<file path="src/rtl/scan_capture.sv">
// Receive side of the six-digit multiplexed scan bus: rebuilds live digits,
// a frame-coherent shadow copy, and tracks scan order / sync with sticky errors.
module scan_capture #(
    parameter int TIMEOUT = 16
) (
    input  logic        CLK,
    input  logic        RSTN,
    input  logic        QA,
    input  logic        QB,
    input  logic        QC,
    input  logic        QD,
    input  logic        QE,
    input  logic        QF,
    input  logic [3:0]  D,
    output logic [23:0] DOUT,
    output logic [23:0] FRAME_Q,
    output logic        FRAME,
    output logic        SYNC,
    output logic        ERR,
    output logic [1:0]  ERR_CODE
);

    localparam logic [1:0] HUNT  = 2'd0;
    localparam logic [1:0] TRACK = 2'd1;
    localparam logic [1:0] LOCK  = 2'd2;

    localparam logic [1:0] E_MULTI = 2'b01;
    localparam logic [1:0] E_ORDER = 2'b10;
    localparam logic [1:0] E_TOUT  = 2'b11;

    localparam logic [7:0] TO = 8'(TIMEOUT);

    logic [1:0]  state_q, state_d;
    logic [2:0]  run_q, run_d, run_inc;
    logic [2:0]  exp_q, exp_d, exp_k;
    logic [7:0]  idle_q, idle_d;
    logic [23:0] dout_q, dout_d, fq_q, fq_d;
    logic        frame_q, frame_d, err_q, err_d;
    logic [1:0]  code_q, code_d;

    logic [5:0]  strb;
    logic        is_idle, is_valid, is_ill;
    logic [2:0]  k;
    logic        flag;
    logic [1:0]  flag_code;

    // Strobes are active low; strb[i] high means digit i is being driven.
    always_comb begin
        strb     = ~{QF, QE, QD, QC, QB, QA};
        is_idle  = (strb == 6'd0);
        is_valid = $onehot(strb);
        is_ill   = !is_idle && !is_valid;
        k        = 3'd0;
        for (int i = 0; i < 6; i++)
            if (strb[i]) k = 3'(i);
        exp_k    = (k == 3'd0) ? 3'd5 : k - 3'd1;
        run_inc  = (run_q == 3'd6) ? 3'd6 : run_q + 3'd1;
    end

    always_comb begin
        state_d   = state_q;
        run_d     = run_q;
        exp_d     = exp_q;
        idle_d    = idle_q;
        dout_d    = dout_q;
        fq_d      = fq_q;
        frame_d   = 1'b0;
        flag      = 1'b0;
        flag_code = 2'b00;

        if (is_valid) begin
            dout_d[{k, 2'b00} +: 4] = D;
            idle_d = 8'd0;
            exp_d  = exp_k;
        end

        if (state_q == HUNT) begin
            if (is_valid) begin
                state_d = TRACK;
                run_d   = 3'd1;
            end else if (is_ill) begin
                flag      = 1'b1;
                flag_code = E_MULTI;
            end
        end else begin
            if (is_valid) begin
                if (k == exp_q) begin
                    run_d = run_inc;
                    // Frame closes on digit A once six in-order digits are seen.
                    if (k == 3'd0 && run_inc == 3'd6) begin
                        frame_d = 1'b1;
                        fq_d    = dout_d;
                        state_d = LOCK;
                    end
                end else begin
                    flag      = 1'b1;
                    flag_code = E_ORDER;
                    state_d   = TRACK;
                    run_d     = 3'd1;
                end
            end else if (is_ill) begin
                flag      = 1'b1;
                flag_code = E_MULTI;
                state_d   = HUNT;
                run_d     = 3'd0;
            end else begin
                idle_d = idle_q + 8'd1;
                if (idle_d >= TO) begin
                    idle_d    = TO;
                    flag      = 1'b1;
                    flag_code = E_TOUT;
                    state_d   = HUNT;
                    run_d     = 3'd0;
                end
            end
        end

        err_d  = err_q;
        code_d = code_q;
        if (flag && !err_q) begin
            err_d  = 1'b1;
            code_d = flag_code;
        end
    end

    always_ff @(posedge CLK or negedge RSTN) begin
        if (!RSTN) begin
            state_q <= HUNT;
            run_q   <= 3'd0;
            exp_q   <= 3'd5;
            idle_q  <= 8'd0;
            dout_q  <= 24'd0;
            fq_q    <= 24'd0;
            frame_q <= 1'b0;
            err_q   <= 1'b0;
            code_q  <= 2'b00;
        end else begin
            state_q <= state_d;
            run_q   <= run_d;
            exp_q   <= exp_d;
            idle_q  <= idle_d;
            dout_q  <= dout_d;
            fq_q    <= fq_d;
            frame_q <= frame_d;
            err_q   <= err_d;
            code_q  <= code_d;
        end
    end

    assign DOUT     = dout_q;
    assign FRAME_Q  = fq_q;
    assign FRAME    = frame_q;
    assign SYNC     = (state_q == LOCK);
    assign ERR      = err_q;
    assign ERR_CODE = code_q;

endmodule

</file>
<file path="config.mk">
export PLATFORM = sky130hd
export DESIGN_NAME = scan_capture
export DESIGN_NICKNAME = d
export VERILOG_FILES = /design/src/rtl/scan_capture.sv
export SDC_FILE = /design/constraint.sdc
export NUM_CORES = 1
export LEC_CHECK = 0
export ABC_AREA = 1
export CELL_PAD_IN_SITES_DETAIL_PLACEMENT = 1
export CELL_PAD_IN_SITES_GLOBAL_PLACEMENT = 1
export CORE_MARGIN = 1.5
export CORE_UTILIZATION = 50
export DETAILED_ROUTE_END_ITERATION = 10
export DONT_BUFFER_PORTS = 1
export PLACE_DENSITY_LB_ADDON = 0.1
export SYNTH_ARGS = -nofsm -noshare
export SYNTH_HDL_FRONTEND = slang
export SYNTH_SLANG_ARGS = --single-unit
</file>
<file path="constraint.sdc">
create_clock -name CLK -period 3.2 [get_ports CLK]
set_input_delay 0.8 -clock CLK [delete_from_list [all_inputs] [get_ports CLK]]
set_output_delay 0.8 -clock CLK [all_outputs]
set_load 0.1 [all_outputs]
</file>
==> results.md <==
* Initial antenna violation count at 0
* Residual DRC count at 0
* Pre-antenna DRT Iters at 5
* RSZ-0062 raised after global routing: yes
* Status: complete, but fails checks
* Yosys reg bits at 68
* Buffers added on ports at 0
* Core Area at 6390 um2
* CP delay by family, top: adder cells
* Global-route wire length before repair at 16400 um
* Syn Nets at 424
* # H-tree levels at 3
* Starting Density at 52.1%
* Min-Delay Path Class: primary input to asynchronous set/reset pin
* Final count of hold timing violations at 0
* CTS tree: yes
* Root cell of the clock tree: clkbuf_8
* Count of antenna-violating nets left after detailed routing at 0
* Detailed-route vias per instance at 5.82
* Syn. warnings at 0
* Post-cts hold buffer count at 0
* Cells after Synth at 400
* CP Capture Type: flop
* Setup ws final at -0.245 ns
* PwrDens at 817 nW/um2
* Post-Syn Area at 3330 um2
* Crit-path most repeated cell: fa_1
* Slowest cell on crit path: fa_1
* Arr. time, crit path at 3.68 ns
* Final Routed Wirelength at 11000 um
* Pleak at 0.00213 uW
* Syn Area/Cell at 8.32 um2
* Wire per inst at 21.5 um
* Worst slack, placed at -0.486 ns
* Final setup violation count at 42
* Drt initial violations at 102
* Sum of buffers and inverters on the critical path at 2
* Final Wtd Congestion at 0.825
* Clk slew on worst S/H paths at 0.10 ns
* Final nets at 455
* Std cell rows at 29
* Hpwl dp at 6410 um
* Grt total ovfl at 0
* Die Y-Extent at 84.6 um
* CP peak stage delay at 0.54 ns
* Number of global-route vias before repair at 3168
* Worst Path Required at 3.44 ns
* Worst Tran Pin Value at 0.957 ns
* Peak supply drop at 544 uV
* N_diodes at 0
* Total CTS buffers at 9
* Slew margin rel. at 36.2%
* Die W at 84.6 um
* Global Route Usage Sum at 30.2%
* Failing checks: setup timing
* Worst-path cell chain: fa_1 -> inv_2 -> fa_1 -> ha_2 -> fa_1 -> nor3_4 -> buf_6 -> nand2_4 -> nor3_4 -> nand4_4 -> nand2_2 -> o21ai_2 -> nand2_1 -> nand2_1
* Area grow syn2layout at 24.4%
* Clock Sinks at 68
* Clk_skew at 0.0213 ns
* Final slew viol count at 0
* Worst-skew pair later-pin latency at 0.36 ns
* Library cells used by synthesis at 36
* Overall Power at 3390 uW
* Tmin final at 3.44 ns
* Via count at 2981
* Max frequency at 290 MHz
* I/O Pins at 65
* Startpoint types: primary input
* Peak fanout along the critical path at 8
* Sequential area share after synthesis at 51.2%
* Die area at 7150 um2
* Clk buf depth at 2
* Max cap viols at 0
* Layout cell share with drive strength beyond 1 at 26.9%
* CP Class: primary input to flop
* Pin count of the biggest net entering global routing at 69
* Fin crit share at 108%
-- power by group --
part | total, uW | internal (uW) | switching (uW)
Combinational | 798 | 284 | 514
Sequential | 1860 | 992 | 865
Clock | 730 | 357 | 373
-- cells in the mapped netlist --
master	n	area, um2
a21oi_1	7	35.0
clkinv_1	1	3.75
o21ai_1	8	40.0
nand4_1	4	25.0
nor3_2	2	20.0
buf_2	3	15.0
nand3_1	20	100
nor3b_1	1	7.51
nor2_1	21	78.8
inv_1	31	116
a21boi_0	1	7.51
inv_2	4	15.0
clkbuf_1	1	3.75
inv_4	2	12.5
o21ai_0	23	115
nand2_2	4	25.0
buf_6	2	22.5
nor2_4	1	11.3
nor4_1	1	6.26
nand2_8	1	20.0
nor2_2	1	6.26
o31ai_1	2	15.0
fa_1	3	60.1
nand3_2	1	10.0
xor2_1	2	17.5
nand4_2	2	25.0
clkinv_2	2	10.0
dfrtp_1	66	1650
nor3_1	6	30.0
o21bai_1	1	7.51
nand4_4	1	21.3
nand2_4	1	11.3
dfstp_2	2	52.6
o2111ai_1	1	8.76
ha_1	9	113
nand2_1	162	608
-- worst reg2reg max path, cell delays in order, from the launching register on --
cell and delay [ns]:
dfrtp_1 0.47, ha_1 0.24, nand2_1 0.09, inv_1 0.05
o21ai_0 0.47, nand4_4 0.19, buf_12 0.20, buf_16 0.16
nand2_1 0.08, nand2_1 0.07
-- cell usage in the layout, fill, tap and decap left out, drive strengths merged --
cell type  synthesis  layout
bufinv             0       1
o2111ai            1       1
inv               37      39
nor3               8       8
a21boi             1       1
nor3b              1       1
nor2              23      23
ha                 9       9
nand3             21      21
clkinvlp           0       1
fa                 3       3
o21ai             31      31
dfstp              2       2
clkinv             3       6
nand2            168     168
xor2               2       2
dfrtp             66      66
o21bai             1       1
nor4               1       1
nand4              7       7
o31ai              2       2
clkbuf             1       9
a21oi              7       7
buf                5      25
-- worst paths after layout --
check,depth (start not counted),from,endpoint,slack (ns)
min reg2reg,2,state_q[1]$_DFFE_PN0P_,state_q[1]$_DFFE_PN0P_,0.50
max in group asynchronous,0,RSTN,exp_q[0]$_DFFE_PN1N_,2.87
min in group CLK,2,state_q[1]$_DFFE_PN0P_,state_q[1]$_DFFE_PN0P_,0.50
max reg2reg,9,run_q[1]$_DFFE_PN0P_,FRAME_Q[2]$_DFFE_PN0P_,1.05
min,0,RSTN,run_q[1]$_DFFE_PN0P_,0.12
max,14,QA,FRAME_Q[2]$_DFFE_PN0P_,-0.24
-- cells by family (layout without fill, tap and decap cells) --
logic type               Yosys count  after routing  synth area share [%]
AO/OA/AOI/OAI                     43             43                  6.88
XOR/XNOR                           2              2                 0.526
adder cells (fa/ha/maj)           12             12                  5.19
buffers and inverters             46             81                  5.98
flip-flops                        68             68                  51.2
AND/OR/NAND/NOR                  229            229                  30.2
-- sequential cells by signal, summed over array words and instances (netlist names) --
name,count
DOUT,24
ERR_CODE,2
ERR,1
state_q,2
FRAME_Q,24
FRAME,1
run_q,3
idle_q,8
exp_q,3
-- area by class of cell --
class                      count  area (um2)
fill                         728        2240
sequential                    68        1700
multi-input combinational    286        1700
timing repair buffer          25         270
inverter                      40         174
clock buffer                   9         124
tap                           77        96.3
clock inverter                 6        65.1
timing repair inverter         1        8.76
-- metrics by stage --
| step | cell area [um2] | hold slack (ns) | util (%) | cells | setup TNS [ns] |
|---|---|---|---|---|---|
| CTS | 3910 | 0.121 | 61.2 | 505 | -5.57 |
| global placement | 3590 | 0.454 | 56.2 | 484 | -18.44 |
| global route | 4140 | 0.114 | 64.9 | 512 | -11.39 |
| floorplan | 3450 | 0.449 | - | 400 | -10.87 |
| finish | 4140 | 0.125 | 64.9 | 512 | -6.23 |
| detailed placement | 3590 | 0.472 | 56.2 | 484 | -22.32 |
-- per-layer routing --
metal | GRT usage (%) | vias to the layer above | routed length (um)
li1 | - | 1335 | -
met1 | 33.0 | 1517 | 4210
met2 | 54.0 | 95 | 5830
met3 | 8.75 | 34 | 576
met4 | 13.3 | 0 | 405
met5 | 0 | - | 0
-- repair_timing --
item | CTS | global route
endpoints found under the setup margin | 45 | 63
setup buffers | 4 | 9
pin swaps | 3 | 21
gates cloned | 2 | 1
resized for setup | 18 | 48
Power figures use the tool's default switching activity.
